==> src/rtl/fmc_adc_serial_pattern_gen.sv <==
// FMC ADC serial test-pattern source: per-frame waveform generator with bit-pair lane serialiser.
module fmc_adc_serial_pattern_gen #(
   parameter int unsigned g_NB_CHANNELS = 4,
   parameter int unsigned g_RESOLUTION  = 14,
   parameter int unsigned g_FRAME_LEN   = 8
) (
   input  logic                                  clk_i,
   input  logic                                  rst_i,
   input  logic                                  en_i,
   input  logic [1:0]                            mode_i,
   input  logic [g_RESOLUTION-1:0]               step_i,
   input  logic [g_RESOLUTION-1:0]               limit_i,
   input  logic [g_RESOLUTION-1:0]               const_i,
   input  logic [g_RESOLUTION-1:0]               ch_offset_i,
   output logic [g_NB_CHANNELS-1:0]              dat_odd_o,
   output logic [g_NB_CHANNELS-1:0]              dat_even_o,
   output logic                                  fr_o,
   output logic [g_NB_CHANNELS*g_RESOLUTION-1:0] sample_o,
   output logic                                  sample_valid_o,
   output logic [31:0]                           frame_cnt_o
);

   localparam int unsigned c_SLOT_W = $clog2(g_FRAME_LEN + 1);
   localparam int unsigned c_RES_W  = g_RESOLUTION;
   localparam int unsigned c_SMP_W  = g_NB_CHANNELS * g_RESOLUTION;
   localparam logic [c_SLOT_W-1:0] c_LAST_SLOT  = c_SLOT_W'(g_FRAME_LEN - 1);
   localparam logic [c_SLOT_W-1:0] c_FR_SLOTS   = c_SLOT_W'(g_FRAME_LEN / 2);
   localparam logic [c_SLOT_W-1:0] c_DATA_SLOTS = c_SLOT_W'(g_RESOLUTION / 2);

   typedef enum logic {DIR_UP = 1'b0, DIR_DOWN = 1'b1} dir_t;

   // r_slot is the slot that the next clock edge drives onto the outputs
   logic [c_SLOT_W-1:0]      r_slot;
   dir_t                     r_dir;
   logic [c_RES_W-1:0]       r_base;
   logic [6:0]               r_lfsr;
   logic                     r_frame_en;
   logic                     r_fr;
   logic [g_NB_CHANNELS-1:0] r_odd;
   logic [g_NB_CHANNELS-1:0] r_even;
   logic [c_SMP_W-1:0]       r_sample;
   logic                     r_valid;
   logic [31:0]              r_frame_cnt;

   logic                     w_frame_start;
   logic                     w_frame_en;
   dir_t                     w_dir_next;
   logic [c_RES_W-1:0]       w_base_next;
   logic [6:0]               w_lfsr_next;
   logic signed [c_RES_W+1:0] w_b_ext;
   logic signed [c_RES_W+1:0] w_lim_ext;
   logic                     w_over;
   logic                     w_under;
   logic [c_RES_W-1:0]       w_acc;
   logic [c_SMP_W-1:0]       w_new_sample;
   logic [c_SMP_W-1:0]       w_src;
   logic [c_RES_W-1:0]       w_ch;
   logic [g_NB_CHANNELS-1:0] w_odd;
   logic [g_NB_CHANNELS-1:0] w_even;

   assign w_frame_start = (r_slot == '0);
   // enable is decided at the frame start; dropping en_i mid-frame still blanks the lanes at once
   assign w_frame_en    = w_frame_start ? en_i : r_frame_en;

   // triangle turn-around test on the old base value, in a widened signed domain
   assign w_b_ext   = {{2{r_base[c_RES_W-1]}}, r_base};
   assign w_lim_ext = {2'b00, limit_i};
   assign w_over    = (w_b_ext > w_lim_ext);
   assign w_under   = (w_b_ext < -w_lim_ext);

   // next base value, direction and LFSR for the selected waveform
   always_comb begin
      w_dir_next  = r_dir;
      w_base_next = r_base;
      w_lfsr_next = r_lfsr;
      case (mode_i)
         2'd0: begin
            if (w_over || w_under) begin
               w_dir_next = (r_dir == DIR_UP) ? DIR_DOWN : DIR_UP;
            end
            w_base_next = (w_dir_next == DIR_UP) ? (r_base + step_i) : (r_base - step_i);
         end
         2'd1:    w_base_next = r_base + step_i;
         2'd2:    w_base_next = const_i;
         default: begin
            w_base_next = c_RES_W'(r_lfsr);
            w_lfsr_next = {r_lfsr[5:0], r_lfsr[6] ^ r_lfsr[5]};
         end
      endcase
   end

   // per-channel samples: channel n = base + n*offset, built by repeated addition
   always_comb begin
      w_acc        = r_base;
      w_new_sample = '0;
      for (int n = 0; n < int'(g_NB_CHANNELS); n++) begin
         w_new_sample[n*g_RESOLUTION +: g_RESOLUTION] = w_acc;
         w_acc = w_acc + ch_offset_i;
      end
   end

   // lane bits for the slot being driven; slot 0 uses the sample being latched in the same edge
   always_comb begin
      w_src  = w_frame_start ? w_new_sample : r_sample;
      w_ch   = '0;
      w_odd  = '0;
      w_even = '0;
      for (int n = 0; n < int'(g_NB_CHANNELS); n++) begin
         w_ch      = w_src[n*g_RESOLUTION +: g_RESOLUTION] << {r_slot, 1'b0};
         w_odd[n]  = w_ch[c_RES_W-1];
         w_even[n] = w_ch[c_RES_W-2];
      end
      if (!(r_slot < c_DATA_SLOTS) || !w_frame_en || !en_i) begin
         w_odd  = '0;
         w_even = '0;
      end
   end

   // slot counter, frame clock and serial lanes
   always_ff @(posedge clk_i or posedge rst_i) begin
      if (rst_i) begin
         r_slot <= '0;
         r_fr   <= 1'b0;
         r_odd  <= '0;
         r_even <= '0;
      end else begin
         r_slot <= (r_slot == c_LAST_SLOT) ? '0 : (r_slot + c_SLOT_W'(1));
         r_fr   <= (r_slot < c_FR_SLOTS);
         r_odd  <= w_odd;
         r_even <= w_even;
      end
   end

   // frame-start bookkeeping: counter, enable capture, waveform state and parallel sample
   always_ff @(posedge clk_i or posedge rst_i) begin
      if (rst_i) begin
         r_frame_cnt <= '0;
         r_frame_en  <= 1'b0;
         r_valid     <= 1'b0;
         r_sample    <= '0;
         r_base      <= '0;
         r_dir       <= DIR_UP;
         r_lfsr      <= 7'h7F;
      end else begin
         r_valid <= w_frame_start & en_i;
         if (w_frame_start) begin
            r_frame_cnt <= r_frame_cnt + 32'd1;
            r_frame_en  <= en_i;
            if (en_i) begin
               r_sample <= w_new_sample;
               r_base   <= w_base_next;
               r_dir    <= w_dir_next;
               r_lfsr   <= w_lfsr_next;
            end
         end
      end
   end

   assign dat_odd_o      = r_odd;
   assign dat_even_o     = r_even;
   assign fr_o           = r_fr;
   assign sample_o       = r_sample;
   assign sample_valid_o = r_valid;
   assign frame_cnt_o    = r_frame_cnt;

endmodule

==> config.mk <==
export PLATFORM = sky130hd
export DESIGN_NAME = fmc_adc_serial_pattern_gen
export DESIGN_NICKNAME = d
export VERILOG_FILES = /design/src/rtl/fmc_adc_serial_pattern_gen.sv
export SDC_FILE = /design/constraint.sdc
export NUM_CORES = 1
export LEC_CHECK = 0
export CORE_MARGIN = 2
export CORE_UTILIZATION = 35
export DETAILED_ROUTE_END_ITERATION = 6
export HOLD_SLACK_MARGIN = 0.05
export MAX_ROUTING_LAYER = met4
export PLACE_DENSITY = 0.58
export SYNTH_ARGS = -nofsm -noshare
export SYNTH_HDL_FRONTEND = slang
export SYNTH_SLANG_ARGS = --single-unit
==> constraint.sdc <==
create_clock -name clk_i -period 9.5 [get_ports clk_i]
set_input_delay 2.85 -clock clk_i [delete_from_list [all_inputs] [get_ports clk_i]]
set_output_delay 2.85 -clock clk_i [all_outputs]
set_load 0.01 [all_outputs]
==> impl_metrics.csv, run 1 <==
group,metric,value,unit
setup_path,regToRegEndpoint,"dat_odd_o[3]",
die,dieArea,28900,um2
grt,first_global_vias,8155,
cts,clock_latency,0.42,ns
layout,fin_area,12200,um2
worst_hold_path,hold_depth,1,
drt,post_drt_wl_per_cell,17.4,um
grt,antenna_found_initial,0,
sta,setup_viol_count_final,0,
cts,cts_tree,"built",
cts,cts.htree.levels,4,
placed_design,dpl_cell_area,11600,um2
cts,numCtsBuffers,17,
setup_path,crit_start,"ch_offset_i[0]",
layout,drive_above_1_share,0.0642,
logic_synthesis,synth_top_area_cell,"dfrtp_1",
sta,tightest_slew,1.00,ns
drt,drt_first_pass_iters,5,
grt,grt_pass1_wl,44800,um
placed_design,io_buffers,158,
layout,synthToLayoutAreaGrowth,26.4,%
layout,layout.nets,1430,
grt,grt_max_degree,75,
worst_hold_path,hold_class,"reg2reg",
setup_path,critPathArrivalTime,8.46,ns
sta,period_share,0.855,
setup_path,cp.required,9.84,ns
grt,track_usage,0.203,
logic_synthesis,syn_area,9640,um2
logic_synthesis,synth_area_per_cell,8.60,um2
cts,clk_pin_slew,0.06,ns
setup_path,cp-start-kind,"input port",
sta,period_minus_slack,8.13,ns
pwr,ir_worst_vdd,169,uV
pwr,leakage,5.55,nW
sta,grt_setup_unrepaired,"false",
drt,vias,8523,
die,core_area,27000,um2
layout,final_common_cell,"nand2_1",
die,die_y,170,um
sta,final-hold-violation-count,0,
cts,clkSinkCount,124,
drt,postRouteAntennaNets,0,
setup_path,worstSetupEndpointType,"flip-flop",
setup_path,rrSetupSlack,3.82,ns
logic_synthesis,yosys-top-cells-area,"dfrtp_1 30%, ha_1 13%, nand2_1 7.0%",
logic_synthesis,synth.yosys.warnings,0,
logic_synthesis,ys_seq_area_frac,0.323,
cts,cts-resized-gates,0,
drt,drc_errors,0,
layout,final_cell_mix,"179 x nand2_1, 158 x clkdlybuf4s50_1, 117 x dfrtp_1",
logic_synthesis,synth-edff-count,0,
drt,first_iter_violations,416,
die,die_w,170,um
logic_synthesis,synth_cell_types,71,
logic_synthesis,synth_cells,1121,
die,io_pins,159,
sta,slew_headroom,0.326,
sta,fmax,123,MHz
setup_path,path_class,"in2reg",
setup_path,crit_end,"dat_odd_o[3]",
sta,skew,0.00876,ns
grt,grt.overflow.total,0,
status,run_status,"finished, final reports clean",
setup_path,path_max_fanout,4,
logic_synthesis,ys_ff_latch,124,
logic_synthesis,synth_ff_type,"dfrtp_1",
layout,num_antenna_cells,0,
die,rows,60,
sta,fin_setup_tns,0,ns
placed_design,routabilityCongestion,0.875,
setup_path,r2r_cells,20,
logic_synthesis,synth-async-reset-ratio,1.00,
cts,clk_path_buf_depth,2,
drt,wirelength,28200,um
logic_synthesis,yosys.area.top_type_share,0.304,
layout,final_util,0.451,
flow_run,drv_cap,0,
pwr,powerDensity,300,nW/um2
cts,clock-root-buffer,"clkbuf_16",
placed_design,dp_hpwl,21200,um
die,start_util,0.357,
cts,cts_setup_buffers,0,
drt,via_per_inst,5.27,
setup_path,reg2reg_from,"r_base[1]",
sta,slew_violations,0,
cts,hold_buffers,0,
logic_synthesis,synth_nets,1287,
[synthesized netlist by cell type (11+ instances only)]
cell / count
nor3_1: 24
xor2_1: 32
dfrtp_1: 117
o21ai_0: 86
clkbuf_1: 37
a31oi_1: 12
mux2i_1: 15
a21oi_1: 69
a21o_1: 21
ha_1: 100
xnor2_1: 62
inv_1: 67
nor2b_1: 14
o211ai_1: 11
nand2_1: 181
o21a_1: 13
nor2_1: 75
nand3_1: 32
[metal layers]
metal,part of all wire,global-route usage,wire length [um],vias to the layer above
li1,-,-,-,4231
met1,0.50,0.281,14000,4046
met2,0.44,0.312,12500,219
met3,0.043,0.0260,1200,27
met4,0.018,0.0598,512,0
met5,0,-,0,-
[flip-flops by register name (all words and copies together) (netlist names)]
register	cells
sample_o	55
frame_cnt_o	32
r_base	14
r_lfsr	7
dat_even_o	4
dat_odd_o	4
r_slot	4
fr_o	1
r_dir	1
r_frame_en	1
sample_valid_o	1
[worst min-delay path by stage]
| stage | from | end | slack (ns) |
|---|---|---|---|
| floorplan | r_frame_en | r_frame_en | 0.45 |
| global placement | frame_cnt_o[31] | frame_cnt_o[31] | 0.46 |
| detailed placement | frame_cnt_o[31] | frame_cnt_o[31] | 0.47 |
| CTS | frame_cnt_o[31] | frame_cnt_o[31] | 0.48 |
| global route | frame_cnt_o[31] | frame_cnt_o[31] | 0.50 |
| finish | frame_cnt_o[31] | frame_cnt_o[31] | 0.47 |
[cells by family (layout without fill, tap and decap cells)]
logic type | after synthesis | count (layout) | share of synthesized area
xor gates and xnor gates | 96 | 96 | 0.0896
and+or+nand+nor | 368 | 368 | 0.166
buffers and inverters | 111 | 267 | 0.0436
DFF | 124 | 124 | 0.323
muxes | 34 | 34 | 0.0486
AOI/OAI and AO/OA | 283 | 283 | 0.189
adders and majority gates | 105 | 105 | 0.140
[final cells by class]
type | instances | area, um2
Fill cell | 2621 | 14800
Multi-Input combinational cell | 886 | 6120
Sequential cell | 124 | 3110
Timing Repair Buffer | 167 | 1650
Clock buffer | 19 | 443
Tap cell | 341 | 427
Inverter | 68 | 258
Clock inverter | 13 | 178
[metrics by stage]
| stage | hold slack, ns | total power [mW] | cells | worst slack [ns] |
|---|---|---|---|---|
| floorplan | 0.447 | 2.29 | 1121 | 2.08 |
| global placement | 0.464 | 2.92 | 1586 | 1.18 |
| detailed placement | 0.471 | 2.95 | 1586 | 1.00 |
| CTS | 0.479 | 3.66 | 1618 | 1.40 |
| global route | 0.501 | 3.95 | 1618 | 1.04 |
| finish | 0.470 | 3.66 | 1618 | 1.37 |
[power by group]
part / switching [mW] / internal, mW / total [mW]
logic: 1.12 / 1.00 / 2.12
registers: 0.184 / 0.658 / 0.843
clock network: 0.269 / 0.427 / 0.697
total: 1.57 / 2.09 / 3.66
[worst max-delay path: stages]
cell             delay [ns]
clkdlybuf4s50_1        0.47
ha_1                   0.29
fa_1                   0.42
a21o_1                 0.21
a21oi_1                0.24
o21bai_1               0.12
a2111o_1               0.47
a31o_2                 0.25
a21oi_1                0.17
xnor2_1                0.27
ha_1                   0.34
nand2_1                0.09
nor2_1                 0.04
a2111oi_1              0.56
xnor2_1                0.20
ha_1                   0.37
or2_2                  0.31
a21oi_1                0.14
a31oi_1                0.06
xor3_1                 0.20
o31a_1                 0.24
o21ai_0                0.15
No activity file was read; power rests on OpenSTA's default activity.
==> run 2, diff against run 1 <==
--- a/config.mk
+++ b/config.mk
@@ -10,7 +10,7 @@
 export DETAILED_ROUTE_END_ITERATION = 6
 export HOLD_SLACK_MARGIN = 0.05
 export MAX_ROUTING_LAYER = met4
-export PLACE_DENSITY = 0.58
+export PLACE_DENSITY = 0.6
 export SYNTH_ARGS = -nofsm -noshare
 export SYNTH_HDL_FRONTEND = slang
 export SYNTH_SLANG_ARGS = --single-unit
==> constraint.sdc (replaced) <==
create_clock -name clk_i -period 6.99 [get_ports clk_i]
set_input_delay 2.097 -clock clk_i [delete_from_list [all_inputs] [get_ports clk_i]]
set_output_delay 2.097 -clock clk_i [all_outputs]
set_load 0.01 [all_outputs]
==> impl_metrics.csv, run 2 (synthesized netlist as in run 1, its figures left out) <==
group,metric,value,unit
flow_run,drv_cap,0,
sta,fmax,148,MHz
pwr,ir_worst_vdd,255,uV
cts,clk_path_buf_depth,2,
drt,drc_errors,0,
drt,postRouteAntennaNets,0,
layout,final_util,0.459,
setup_path,slowest_delay,0.45,ns
setup_path,crit_family,"compound AO/OA/AOI/OAI gates",
setup_path,cp-start-kind,"input port",
layout,final_common_cell,"nand2_1",
setup_path,cp_common_cell,"ha_1",
die,dieArea,28900,um2
sta,slew_violations,0,
die,die_y,170,um
sta,tightest_slew,0.943,ns
die,rows,60,
sta,fin_setup_tns,0,ns
drt,drt_first_pass_iters,5,
cts,hold_buffers,0,
sta,setup_viol_count_final,0,
drt,first_iter_violations,545,
die,start_util,0.357,
sta,grt_setup_unrepaired,"false",
cts,cts_tree,"built",
cts,clk_pin_slew,0.06,ns
setup_path,cpMaxStageDelayCell,"a2111o_1",
placed_design,io_buffers,158,
setup_path,crit_chain,"clkdlybuf4s50_1, ha_1, fa_1, a21o_1, a21oi_2, o21bai_1, a2111o_1, a31o_2, a21oi_1, xnor2_1, buf_4, ha_1, a2111oi_2, buf_4, xnor2_1, ha_1, or2_2, a21oi_1, a31oi_1, xor3_1, o31a_1, o21ai_0",
pwr,powerDensity,420,nW/um2
status,run_status,"finished, final reports clean",
sta,final-hold-violation-count,0,
grt,grt_max_degree,96,
die,die_w,170,um
layout,layout.nets,1466,
cts,clock_latency,0.42,ns
grt,grt_pass1_wl,45300,um
setup_path,cp.required,7.33,ns
cts,cts_setup_buffers,0,
sta,period_minus_slack,6.75,ns
setup_path,path_max_fanout,3,
drt,vias,8706,
die,io_pins,159,
sta,skew,0.00864,ns
layout,synthToLayoutAreaGrowth,28.7,%
grt,track_usage,0.207,
layout,num_antenna_cells,0,
drt,wirelength,28300,um
sta,slew_headroom,0.366,
cts,cts-resized-gates,0,
pwr,leakage,5.69,nW
setup_path,critPathArrivalTime,7.09,ns
grt,first_global_vias,8313,
worst_hold_path,hold_class,"reg2reg",
sta,period_share,0.965,
cts,cts.htree.levels,4,
placed_design,routabilityCongestion,0.884,
setup_path,path_buf_inv,3,
cts,clock-root-buffer,"clkbuf_16",
cts,clkSinkCount,124,
grt,grt.overflow.total,0,
setup_path,path_class,"in2reg",
grt,antenna_found_initial,0,
pwr,total_power,5.22,mW
die,core_area,27000,um2
drt,via_per_inst,5.26,
layout,drive_above_1_share,0.0906,
layout,largest_reg_flops,55,
placed_design,dp_hpwl,21600,um
drt,post_drt_wl_per_cell,17.1,um
cts,numCtsBuffers,17,
setup_path,worstSetupEndpointType,"flip-flop",
placed_design,post-place-ws,-0.238,ns
layout,final_cell_mix,"179 x nand2_1, 158 x clkdlybuf4s50_1, 117 x dfrtp_1",
sta,layout_setup_ws,0.244,ns
==> run 2: changes by cell type in the layout (fill, tap and decap cells not counted), sizes merged <==
cell / change
buf: +36
inv: -6
clkinv: +5
bufinv: -2
clkinvlp: +2
clkbuf: +1
==> run 2: per-layer routing <==
| metal | global-route usage | routed length [um] |
|---|---|---|
| met5 | - | 0 |
| met4 | 0.0595 | 524 |
| met3 | 0.0351 | 1350 |
| met2 | 0.318 | 12800 |
| met1 | 0.281 | 13700 |
==> run 2: path summary, 6_finish.rpt <==
| check | startpoint | to | slack [ns] | depth (start not counted) |
|---|---|---|---|---|
| worst min register to register | frame_cnt_o[31] | frame_cnt_o[31] | 0.48 | 1 |
| worst min-delay path | frame_cnt_o[31] | frame_cnt_o[31] | 0.48 | 1 |
| worst max-delay path | ch_offset_i[0] | dat_odd_o[3] | 0.24 | 22 |
| worst max register to register | r_base[1] | dat_odd_o[3] | 1.85 | 20 |
| min in group asynchronous | rst_i | frame_cnt_o[9] | 1.98 | 2 |
| max in group asynchronous | rst_i | sample_o[23] | 3.95 | 3 |
==> run 2: worst reg2reg max path, delay by kind of cell, from the launching register on <==
kind / cells / cell delay (ns)
compound gates: 11 / 2.23
xor+xnor: 3 / 0.47
fa+ha+maj: 3 / 1.15
buf+inv: 2 / 0.32
flops: 1 / 0.60
simple gates: 1 / 0.29
==> run 2: final cells by class <==
cell class,instances,area [um2]
Clock buffer,20,447
Clock inverter,12,116
Fill cell,2683,14600
Inverter,68,258
Multi-Input combinational cell,886,6120
Sequential cell,124,3110
Tap cell,341,427
Timing Repair Buffer,203,1920
==> run 2: through the flow <==
step	std cells	hold WS, ns	cell area [um2]
global route	1654	0.522	12400
CTS	1654	0.485	12400
floorplan	1121	0.447	9640
finish	1654	0.479	12400
detailed placement	1622	0.472	11800
global placement	1622	0.465	11800
==> run 2: report_power, final <==
group / switching [mW] / leakage, nW / internal [mW] / total, mW
combinational: 1.60 / 3.89 / 1.62 / 3.22
sequential: 0.243 / 1.54 / 0.895 / 1.14
clock: 0.352 / 0.265 / 0.502 / 0.854
==> RTL change, RTL diff (config.mk and constraints of run 2) <==
Make the reset (`rst_i`) synchronous in 2 clocked blocks.
--- a/src/rtl/fmc_adc_serial_pattern_gen.sv
+++ b/src/rtl/fmc_adc_serial_pattern_gen.sv
@@ -118,5 +118,5 @@
 
    // slot counter, frame clock and serial lanes
-   always_ff @(posedge clk_i or posedge rst_i) begin
+   always_ff @(posedge clk_i) begin
       if (rst_i) begin
          r_slot <= '0;
@@ -133,5 +133,5 @@
 
    // frame-start bookkeeping: counter, enable capture, waveform state and parallel sample
-   always_ff @(posedge clk_i or posedge rst_i) begin
+   always_ff @(posedge clk_i) begin
       if (rst_i) begin
          r_frame_cnt <= '0;
Behaviour: differs if rst_i is asserted again (counterexample within 4 cycles, from zero or initial values and one cycle with rst_i high); with rst_i held inactive, the same outputs for 10 cycles.
==> RTL change against run 2 <==
- global-route usage up 0.16 points
- design area decreased by 3.4%
- sequential cell count is the same
- largest cell class unchanged
- area after synthesis fell by 3.6%
- wire length is 2.3% higher
- first-iteration DRC count up 12%
- setup slack gained 0.093 ns
- non-clock buffer count down 10
- highest routed layer unchanged
Power is not compared: it rests on default switching activity, and its combinational part moved more than twofold at a synthesized area within 25%.
==> RTL change: results (changes against run 2) <==
Run status
  • Status: completed

Route
  • Routed wl met2: 13620 um (+6.7%)
  • Drt total wl: 28970 um (+2.3%)
  • DR WL met3: 1585 um (+17%)
  • Met1 wire length: 13370 um (-2.3%)
  • 1st-iter DRT viols: 608 (+12%)
  • Vias: 8924 (+2.5%)

Global route
  • Largest net degree at the start of global routing: 72 (-25%)
  • Global-route met2 utilization: 33.46% (+1.6 points)
  • First-pass GRT wire length: 44940 um (-0.79%)
  • Vias in the first global route: 8238 (-0.90%)
  • Met3 Resource Use GR: 3.588% (+0.077 points)
  • Grt met1 use: 27.36% (-0.70 points)

Layout
  • Multi-In Gates: 930 (+5.0%)
  • Share of cells above drive strength 1: 7.830% (-1.2 points)
  • Non-Clock Buffer Count: 193 (-4.9%)
  • Final std cells w/o fill: 1676 (+1.3%)
  • Clock buffers: 17 (-15%)
  • Fill count: 2577 (-4.0%)
  • Seq area share: 20.72% (-4.4 points)
  • Nets: 1494 (+1.9%)
  • Multi-input logic portion of the cell area: 53.47% (+4.1 points)
  • Clock network area share: 4.993% (+0.45 points)
  • Non-clock inverter count: 62 (-8.8%)
  • Footprint of the multi-input gates: 6405 um^2 (+4.6%)

Placement
  • Post-placement worst setup slack: -0.1187 ns (+0.1189 ns)
  • Total placed cells including tap cells: 1643 (+1.3%)
  • Area post-placement: 11350 um^2 (-4.1%)
  • Hpwl dp: 22100 um (+2.2%)
  • Routability congestion estimate: 0.8878 (+0.40%)

Logic synthesis
  • Yosys cell types: 67 (-5.6%)
  • Adder-cell area share of the yosys netlist: 14.54% (+0.52 points)
  • Number of synthesized flops with an enable pin: 0 (unchanged)
  • Ys async rst share: 0% (-100 points)
  • Post-synthesis mux area share: 5.547% (+0.69 points)
  • Sequential element share of the synthesized area: 26.71% (-5.6 points)
  • Top cells by area, synth: dfxtp_1 27%, ha_1 13%, nand2_1 6.8%
  • Synth Area in Compound Gates: 20.01% (+1.1 points)
  • Synthesized Nets: 1332 (+3.5%)
  • Primary FF master, synth: dfxtp_1
  • Synth top cells by count: 169 x nand2_1, 124 x dfxtp_1, 114 x a21oi_1

Power
  • Max VDD drop: 0.1704 mV
  • Leakage: 4.821 nW
  • Comb pwr share: 45.8%

Critical path
  • Worst path arrival time: 7.01 ns (-0.08 ns)
  • Critical-path top delay cell: clkdlybuf4s50_1
  • Crit-path max cell delay: 0.43 ns (-0.02 ns)
  • Crit path max fanout: 2 (-1)

Clocking
  • # H-tree levels: 4 (unchanged)

Floorplan
  • Cell row count: 59 (-1.7%)

Timing
  • Skew final: 0.01166 ns (+0.003023 ns)
RTL change: changes by cell type after synthesis, sizes merged, moves of 7 or more:
cell / run 2 / this run
dfxtp: 0 / 124
dfrtp: 117 / 0
a21oi: 69 / 114
o21ai: 86 / 49
nor2: 75 / 103
a211oi: 6 / 25
nand2: 181 / 169
nand3: 32 / 23
clkbuf: 37 / 45
inv: 68 / 60
and2: 1 / 8
and3: 7 / 14
dfstp: 7 / 0
RTL change: final timing paths:
path	slack (ns)	to	startpoint	depth (start not counted)
max reg2reg	2.01	dat_odd_o[3]$_SDFF_PP0_	r_base[2]$_SDFFE_PP0P_	23
min	0.47	sample_o[11]$_SDFFE_PP0P_	sample_o[11]$_SDFFE_PP0P_	2
min reg2reg	0.47	sample_o[11]$_SDFFE_PP0P_	sample_o[11]$_SDFFE_PP0P_	2
max	0.34	dat_odd_o[3]$_SDFF_PP0_	ch_offset_i[0]	26
